**config.mk**
```make
export PLATFORM = sky130hd
export DESIGN_NAME = ysyx_22041071_axi_w
export DESIGN_NICKNAME = d
export VERILOG_FILES = /design/src/rtl/ysyx_22041071_axi_w.sv
export SDC_FILE = /design/constraint.sdc
export NUM_CORES = 1
export LEC_CHECK = 0
export ABC_CLOCK_PERIOD_IN_PS = 3200
export CAP_MARGIN = 40
export CORE_AREA = 2 2 129 131
export DETAILED_ROUTE_END_ITERATION = 8
export DIE_AREA = 0 0 131 133
export PLACE_DENSITY_LB_ADDON = 0.2
export SYNTH_ARGS = -nofsm -noshare
export SYNTH_HDL_FRONTEND = slang
export SYNTH_SLANG_ARGS = --single-unit
export TNS_END_PERCENT = 30
```
**constraint.sdc**
```tcl
create_clock -name clk -period 3.2 [get_ports clk]
set_input_delay 0.32 -clock clk [delete_from_list [all_inputs] [get_ports clk]]
set_output_delay 0.32 -clock clk [all_outputs]
set_load 0.005 [all_outputs]
```
**src/rtl/ysyx_22041071_axi_w.sv**
```systemverilog
// ysyx_22041071_axi_w: AXI4 write master, one request at a time through AW, W and B.
// Single beats are byte-lane aligned from addr/size; INCR bursts pass full-width beats.
module ysyx_22041071_axi_w #(
  parameter int DATA_WIDTH = 64,
  parameter int ADDR_WIDTH = 64,
  parameter int ID_WIDTH   = 4,
  parameter int LEN_WIDTH  = 8
) (
  input  logic                    clk,
  input  logic                    reset_n,
  input  logic                    cpu_aw_valid,
  output logic                    cpu_aw_ready,
  input  logic [ID_WIDTH-1:0]     cpu_id,
  input  logic [ADDR_WIDTH-1:0]   cpu_addr,
  input  logic [LEN_WIDTH-1:0]    cpu_len,
  input  logic [1:0]              cpu_size,
  input  logic                    cpu_w_valid,
  input  logic [DATA_WIDTH-1:0]   cpu_w_data,
  output logic                    cpu_w_ready,
  output logic                    cpu_b_valid,
  output logic [1:0]              cpu_b_resp,
  input  logic                    axi_aw_ready_i,
  output logic                    axi_aw_valid_o,
  output logic [ID_WIDTH-1:0]     axi_aw_id_o,
  output logic [ADDR_WIDTH-1:0]   axi_aw_addr_o,
  output logic [LEN_WIDTH-1:0]    axi_aw_len_o,
  output logic [2:0]              axi_aw_size_o,
  output logic [1:0]              axi_aw_burst_o,
  output logic [2:0]              axi_aw_prot_o,
  output logic [3:0]              axi_aw_cache_o,
  output logic [3:0]              axi_aw_qos_o,
  output logic [3:0]              axi_aw_region_o,
  output logic                    axi_aw_lock_o,
  output logic                    axi_aw_user_o,
  input  logic                    axi_w_ready_i,
  output logic                    axi_w_valid_o,
  output logic [DATA_WIDTH-1:0]   axi_w_data_o,
  output logic [DATA_WIDTH/8-1:0] axi_w_strb_o,
  output logic                    axi_w_last_o,
  input  logic                    axi_b_valid_i,
  output logic                    axi_b_ready_o,
  input  logic [1:0]              axi_b_resp_i,
  input  logic [ID_WIDTH-1:0]     axi_b_id_i
);
  localparam int SW = DATA_WIDTH / 8;
  localparam logic [1:0] IDLE = 2'd0, ADDR = 2'd1, DATA = 2'd2, RESP = 2'd3;

  logic [1:0]            r_state;
  logic [ID_WIDTH-1:0]   r_id;
  logic [ADDR_WIDTH-1:0] r_addr;
  logic [LEN_WIDTH-1:0]  r_len;
  logic [LEN_WIDTH-1:0]  r_beat_cnt;
  logic [1:0]            r_size;
  logic                  r_b_valid;
  logic [1:0]            r_b_resp;
  logic                  w_in_data;
  logic                  w_w_hs;
  logic                  w_single;
  logic [7:0]            w_base;
  logic [7:0]            w_strb;
  logic                  w_unused;

  assign w_in_data      = r_state == DATA;
  assign cpu_aw_ready   = r_state == IDLE;
  assign axi_aw_valid_o = r_state == ADDR;
  assign axi_b_ready_o  = r_state == RESP;
  assign axi_aw_id_o    = r_id;
  assign axi_aw_addr_o  = {r_addr[ADDR_WIDTH-1:3], 3'b000};
  assign axi_aw_len_o   = r_len;
  assign axi_aw_size_o  = {1'b0, r_size};
  assign axi_aw_burst_o = 2'b01;
  assign axi_aw_prot_o   = '0;
  assign axi_aw_cache_o  = '0;
  assign axi_aw_qos_o    = '0;
  assign axi_aw_region_o = '0;
  assign axi_aw_lock_o   = 1'b0;
  assign axi_aw_user_o   = 1'b0;
  assign axi_w_valid_o = w_in_data & cpu_w_valid;
  assign cpu_w_ready   = w_in_data & axi_w_ready_i;
  assign axi_w_last_o  = w_in_data & (r_beat_cnt == r_len);
  assign w_w_hs        = axi_w_valid_o & axi_w_ready_i;
  assign cpu_b_valid   = r_b_valid;
  assign cpu_b_resp    = r_b_resp;
  assign w_unused      = ^axi_b_id_i;

  // Single beats land on their byte lanes; lanes past the 8-byte boundary are dropped.
  assign w_single     = r_len == '0;
  assign w_base       = r_size == 2'd0 ? 8'h01 : r_size == 2'd1 ? 8'h03 : r_size == 2'd2 ? 8'h0F : 8'hFF;
  assign w_strb       = w_base << r_addr[2:0];
  assign axi_w_data_o = w_single ? cpu_w_data << {r_addr[2:0], 3'b000} : cpu_w_data;
  assign axi_w_strb_o = w_single ? SW'(w_strb) : '1;

  always_ff @(posedge clk) begin
    if (!reset_n) begin
      r_state    <= IDLE;
      r_id       <= '0;
      r_addr     <= '0;
      r_len      <= '0;
      r_size     <= '0;
      r_beat_cnt <= '0;
      r_b_valid  <= 1'b0;
      r_b_resp   <= 2'b00;
    end else begin
      r_b_valid <= 1'b0;
      case (r_state)
        IDLE: if (cpu_aw_valid) begin
          r_state    <= ADDR;
          r_id       <= cpu_id;
          r_addr     <= cpu_addr;
          r_len      <= cpu_len;
          r_size     <= cpu_size;
          r_beat_cnt <= '0;
        end
        ADDR: if (axi_aw_ready_i) r_state <= DATA;
        DATA: if (w_w_hs) begin
          if (axi_w_last_o) r_state <= RESP;
          else r_beat_cnt <= r_beat_cnt + 1'b1;
        end
        default: if (axi_b_valid_i) begin
          r_state   <= IDLE;
          r_b_valid <= 1'b1;
          r_b_resp  <= axi_b_resp_i;
        end
      endcase
    end
  end
endmodule

```
After elaboration in Yosys (flattened, before gate mapping)

Cells that the tools add are included.

Register bits: 91
Bits in latches: 0
RAM bits: 0
Bits in read-only memories: 0
Input port bits: 155
Output and inout bits: 179
Memories: 0

$add $sub $neg: 1
Multiply operators: 0
Divide/modulo/power cells: 0
Magnitude comparators: 0
Eq/ne operators: 11
Shift operators: 2
Multiplexer cells: 16
Bitwise gates (word level): 6
Reductions and logical operators: 11

Operator list:

| operator                                                                | count |
|---|---|
| 64-bit 2-to-1 mux                                                       | 1 |
| 64-bit by 6-bit << shifter with 64-bit output                           | 1 |
| 8-bit 2-to-1 mux                                                        | 7 |
| 8-bit case mux with 2 select lines                                      | 1 |
| 2-bit 2-to-1 mux                                                        | 5 |
| 8-bit by 1-bit adder with 8-bit output, second input constant           | 1 |
| 8-bit equality test                                                     | 1 |
| 8-bit zero test                                                         | 1 |
| 2-bit inequality test, second input constant                            | 4 |
| 8-bit by 3-bit << shifter with 8-bit output                             | 1 |
| 2-bit equality test, second input constant                              | 3 |
| 2-bit case mux with 3 select lines                                      | 1 |
| 5-bit AND reduction                                                     | 1 |
| 1-bit AND                                                               | 4 |
| 2-bit by 1-bit equality test with 1-bit output, second input constant   | 2 |
| 2-bit zero test                                                         | 2 |
| 2-bit AND reduction                                                     | 2 |
| 4-bit AND reduction                                                     | 1 |
| 4-bit nonzero test                                                      | 1 |
| 4-bit OR reduction                                                      | 1 |
| 3-bit OR reduction                                                      | 1 |
| 2-bit by 1-bit inequality test with 1-bit output, second input constant | 1 |
| 1-bit inverter                                                          | 2 |
| 2-bit nonzero test                                                      | 1 |
| 1-bit 2-to-1 mux                                                        | 1 |

Logic depth before layout (Yosys ltp)

Word-level depth: 6
Gate-level depth with buffers: 8
Mapped depth without buffers: 7

Least setup slack after synthesis

OpenSTA, ideal clock, no wires.

Path kind: register -> output
Start: register r_len[7] (netlist: axi_aw_len_o[7])
End: output axi_w_data_o[58]
Arrival time: 1.500 ns
Setup slack: 1.380 ns
Stages on the path, launching flop included: 7
Buffers on the path: 2
Cell sequence: dfxtp_1 nor4_1 and2_1 buf_4 clkbuf_1 nor2_1 a221oi_1

Cells in the longest elaborated chain, start to end: 2

Ends and longest elaborated chain:

| what                     | line | text |
|---|---|---|
| start: declaration       | 51   | `logic [LEN_WIDTH-1:0] r_len;` |
| start signal: assignment | 110  | `r_len <= cpu_len;` |
| 8-bit zero test          | 87   | `assign w_single = r_len == '0;` |
| 64-bit 2-to-1 mux        | 90   | `assign axi_w_data_o = w_single ? cpu_w_data << {r_addr[2:0], 3'b000} : cpu_w_data;` |
| end: declaration         | 37   | `output logic [DATA_WIDTH-1:0] axi_w_data_o,` |

Every way passes these cells.

Worst setup path in the final report

Start: register r_addr[1]
End: output axi_w_data_o[37]

Cells in the longest elaborated chain, start to end: 2

Ends and longest elaborated chain:

| what                                          | line | text |
|---|---|---|
| start: declaration                            | 50   | `logic [ADDR_WIDTH-1:0] r_addr;` |
| start signal: assignment                      | 109  | `r_addr <= cpu_addr;` |
| 64-bit by 6-bit << shifter with 64-bit output | 90   |  |
| 64-bit 2-to-1 mux                             | 90   |  |

Every way passes these cells.

==> results.toml <==
[power]
p_clk_frac = 0.174
power.leakage_nw = 3.538
p_switching_mw = 2.289
irDropWorstVdd_mv = 0.3890
power_density_mw_per_mm2 = 628.3
seq_power_share = 0.240
netSwitchingFraction = 0.3771
pwr-share-comb = 0.586
internal-power_mw = 3.782

[global_routing]
grt_remaining_overflow = 0
grt_pass1_wl_um = 34320
grt_max_degree = 70
grt_pass1_vias = 6553
antenna_found_initial = 0
grt.total_usage = 0.2477

[sta]
timing.final.ws_setup_ns = 0.1811
max_slew.worst_pin.slew_ns = 0.7719
finClkSkew_ns = 0.01308
relSlewSlack = 0.4844
finalSetupViolCount = 0
min_period_over_period = 0.9434
slew_viol_final = 0
period_needed_ns = 3.019
finalHoldViolCount = 0
fmax_ghz = 0.3313
fin_setup_tns_ns = 0
rsz0062_at_grt = "false"

[final_layout]
fin_util = 0.5976
nets = 1287
layout-drive-gt1-share = 0.05487
n_antenna_cell = 0
area_delta_synth_final_pct = 44.56
final_cell_mix = "305 x clkdlybuf4s50_1, 223 x nand2_1, 89 x dfxtp_1"
layout_commonest_cell = "clkdlybuf4s50_1"

[detailed_routing]
drt_iter0_markers = 477
routedWlPerCell_um = 16.46
dr.pass1.iters = 5
ant_nets = 0
via_per_inst = 5.228
vias = 7058
drc = 0
drt-total-wl_um = 22220

[floorplanning]
die_y_um = 133
die_w_um = 131
dieArea_mm2 = 0.01742
row_count = 47
initial_core_util = 0.4134
io-pin-count = 334
coreArea_mm2 = 0.01617

[placed_design]
portBuffers = 306
post-dp-hpwl_um = 16510
pre_cts_ws_ns = 0.3332
routabilityCongestion = 0.9402

[clocking]
cts_root_buf = "clkbuf_16"
cts.reportedPaths.clkPinSlew_ns = 0.07
numCtsBuffers = 9
cts_tree = "yes"
clkLatencyLatePin_ns = 0.34
clock_sinks = 91
h-tree-depth = 3
cts_buffer_depth = 2

[worst_setup_path]
rr_startpoint = "r_state[0]"
cp-end-kind = "output port"
crit_path_max_fanout = 29
worstSetupPathType = "reg -> out"
crit_start = "r_addr[1]"
cp.required_ns = 2.88
max_stage_delay_ns = 0.63
crit_slowest_cell = "dfxtp_2"
start_kind = "flop"
cp.arrival_ns = 2.70
path_cells = "buf_4 -> mux2_2 -> nor2_1 -> o31a_1 -> o21ai_0 -> clkdlybuf4s50_1"

[yosys]
yosysTopAreaCellShare = 0.2725
ys_ff_latch = 91
synth_edf_count = 0
synth_flop_cell = "dfxtp_1"
ys_async_sr_fraction = 0
seq_area_frac_synth = 0.2725
synth_cell_types = 48
synth_area_leader_cell = "dfxtp_1"
ys_top_cells_by_area = "dfxtp_1 27%, nand2_1 13%, buf_4 10%"
avgSynthCellArea_um2 = 7.227
yosysWarnings = 0
synth_cells = 925
syn_area_mm2 = 0.006685

[run]
maxCapViolCount = 0

[worst_hold_path]
holdCritStartpoint = "reset_n"
worstHoldPathType = "in -> reg"

[status]
status = "completed"
## repair_timing
item	4_1_cts	5_1_grt
setup buffers	0	0
gates resized for setup	1	1
endpoints found under the setup margin	1	4
hold buffers	0	0
pin swaps	0	0
## cell usage after synthesis, types with 23 or more instances
cell      number
nand2_1      225
o21ai_0       66
a21boi_0      81
clkbuf_1      48
o22ai_1       24
dfxtp_1       91
mux2i_1       32
and2_1        23
buf_4         90
a21oi_1       30
nor2_1        34
## routing by layer
layer / routed length (µm) / global-route usage / vias up
met5: 0 / 0 / -
met4: 513 / 0.08333 / 0
met3: 2115 / 0.08168 / 36
met2: 10410 / 0.4024 / 300
met1: 9178 / 0.3064 / 3242
li1: - / - / 3480
## cells by family (layout without fill, tap and decap cells)
logic type | Yosys count | in the layout | share of synthesized area
simple gates | 352 | 352 | 0.2300
compound gates | 262 | 262 | 0.2675
buf+inv | 163 | 347 | 0.1441
flops | 91 | 91 | 0.2725
mux | 41 | 41 | 0.06307
xor+xnor | 8 | 8 | 0.01048
fa+ha+maj | 6 | 6 | 0.01123
other cells | 2 | 23 | 0.001123
## worst paths after layout
kind         slack (ns)                to  cells after the start
max                0.18  axi_w_data_o[37]                      6
min                0.44         r_addr[1]                      2
max reg2reg        0.96     r_beat_cnt[5]                      7
min reg2reg        0.46    axi_aw_id_o[1]                      2
## power by group through the flow
stage	registers (mW)	clock network, mW	logic (mW)
floorplan	1.43	0	1.87
global placement	1.47	0	3.53
detailed placement	1.48	0	3.55
CTS	1.46	1.10	3.57
global route	1.48	1.14	3.88
finish	1.46	1.06	3.56
## sequential cells by signal (all words and copies together), names as in the netlist
signal        flops
cpu_b_resp        2
r_state           2
axi_aw_len_o      8
r_addr           64
r_beat_cnt        8
r_size            2
axi_aw_id_o       4
cpu_b_valid       1
## final cells by class
cell class | instances | area, µm²
inverters | 6 | 22.52
flip-flops and latches | 91 | 1824
multi-input cells | 692 | 3994
fillers | 1519 | 6507
repair buffers | 326 | 3258
well taps | 220 | 275.3
clock buffers | 10 | 229.0
clock inverters | 5 | 61.31
## critical path: cells and delay by family (launching register included)
family,cells,cell delay [ns]
compound gates,2,0.42
mux,1,0.24
flops,1,0.63
buf+inv,2,1.02
simple gates,1,0.04
## through the flow
step,power [mW],hold WS [ns],std cells,area [µm²]
CTS,6.124,0.4249,1350,9658
global route,6.501,0.4683,1350,9664
global placement,5.003,0.4495,1335,9365
finish,6.072,0.4409,1350,9664
floorplan,3.306,0.4383,946,6764
detailed placement,5.029,0.4566,1335,9365
Power figures use the tool's default switching activity.
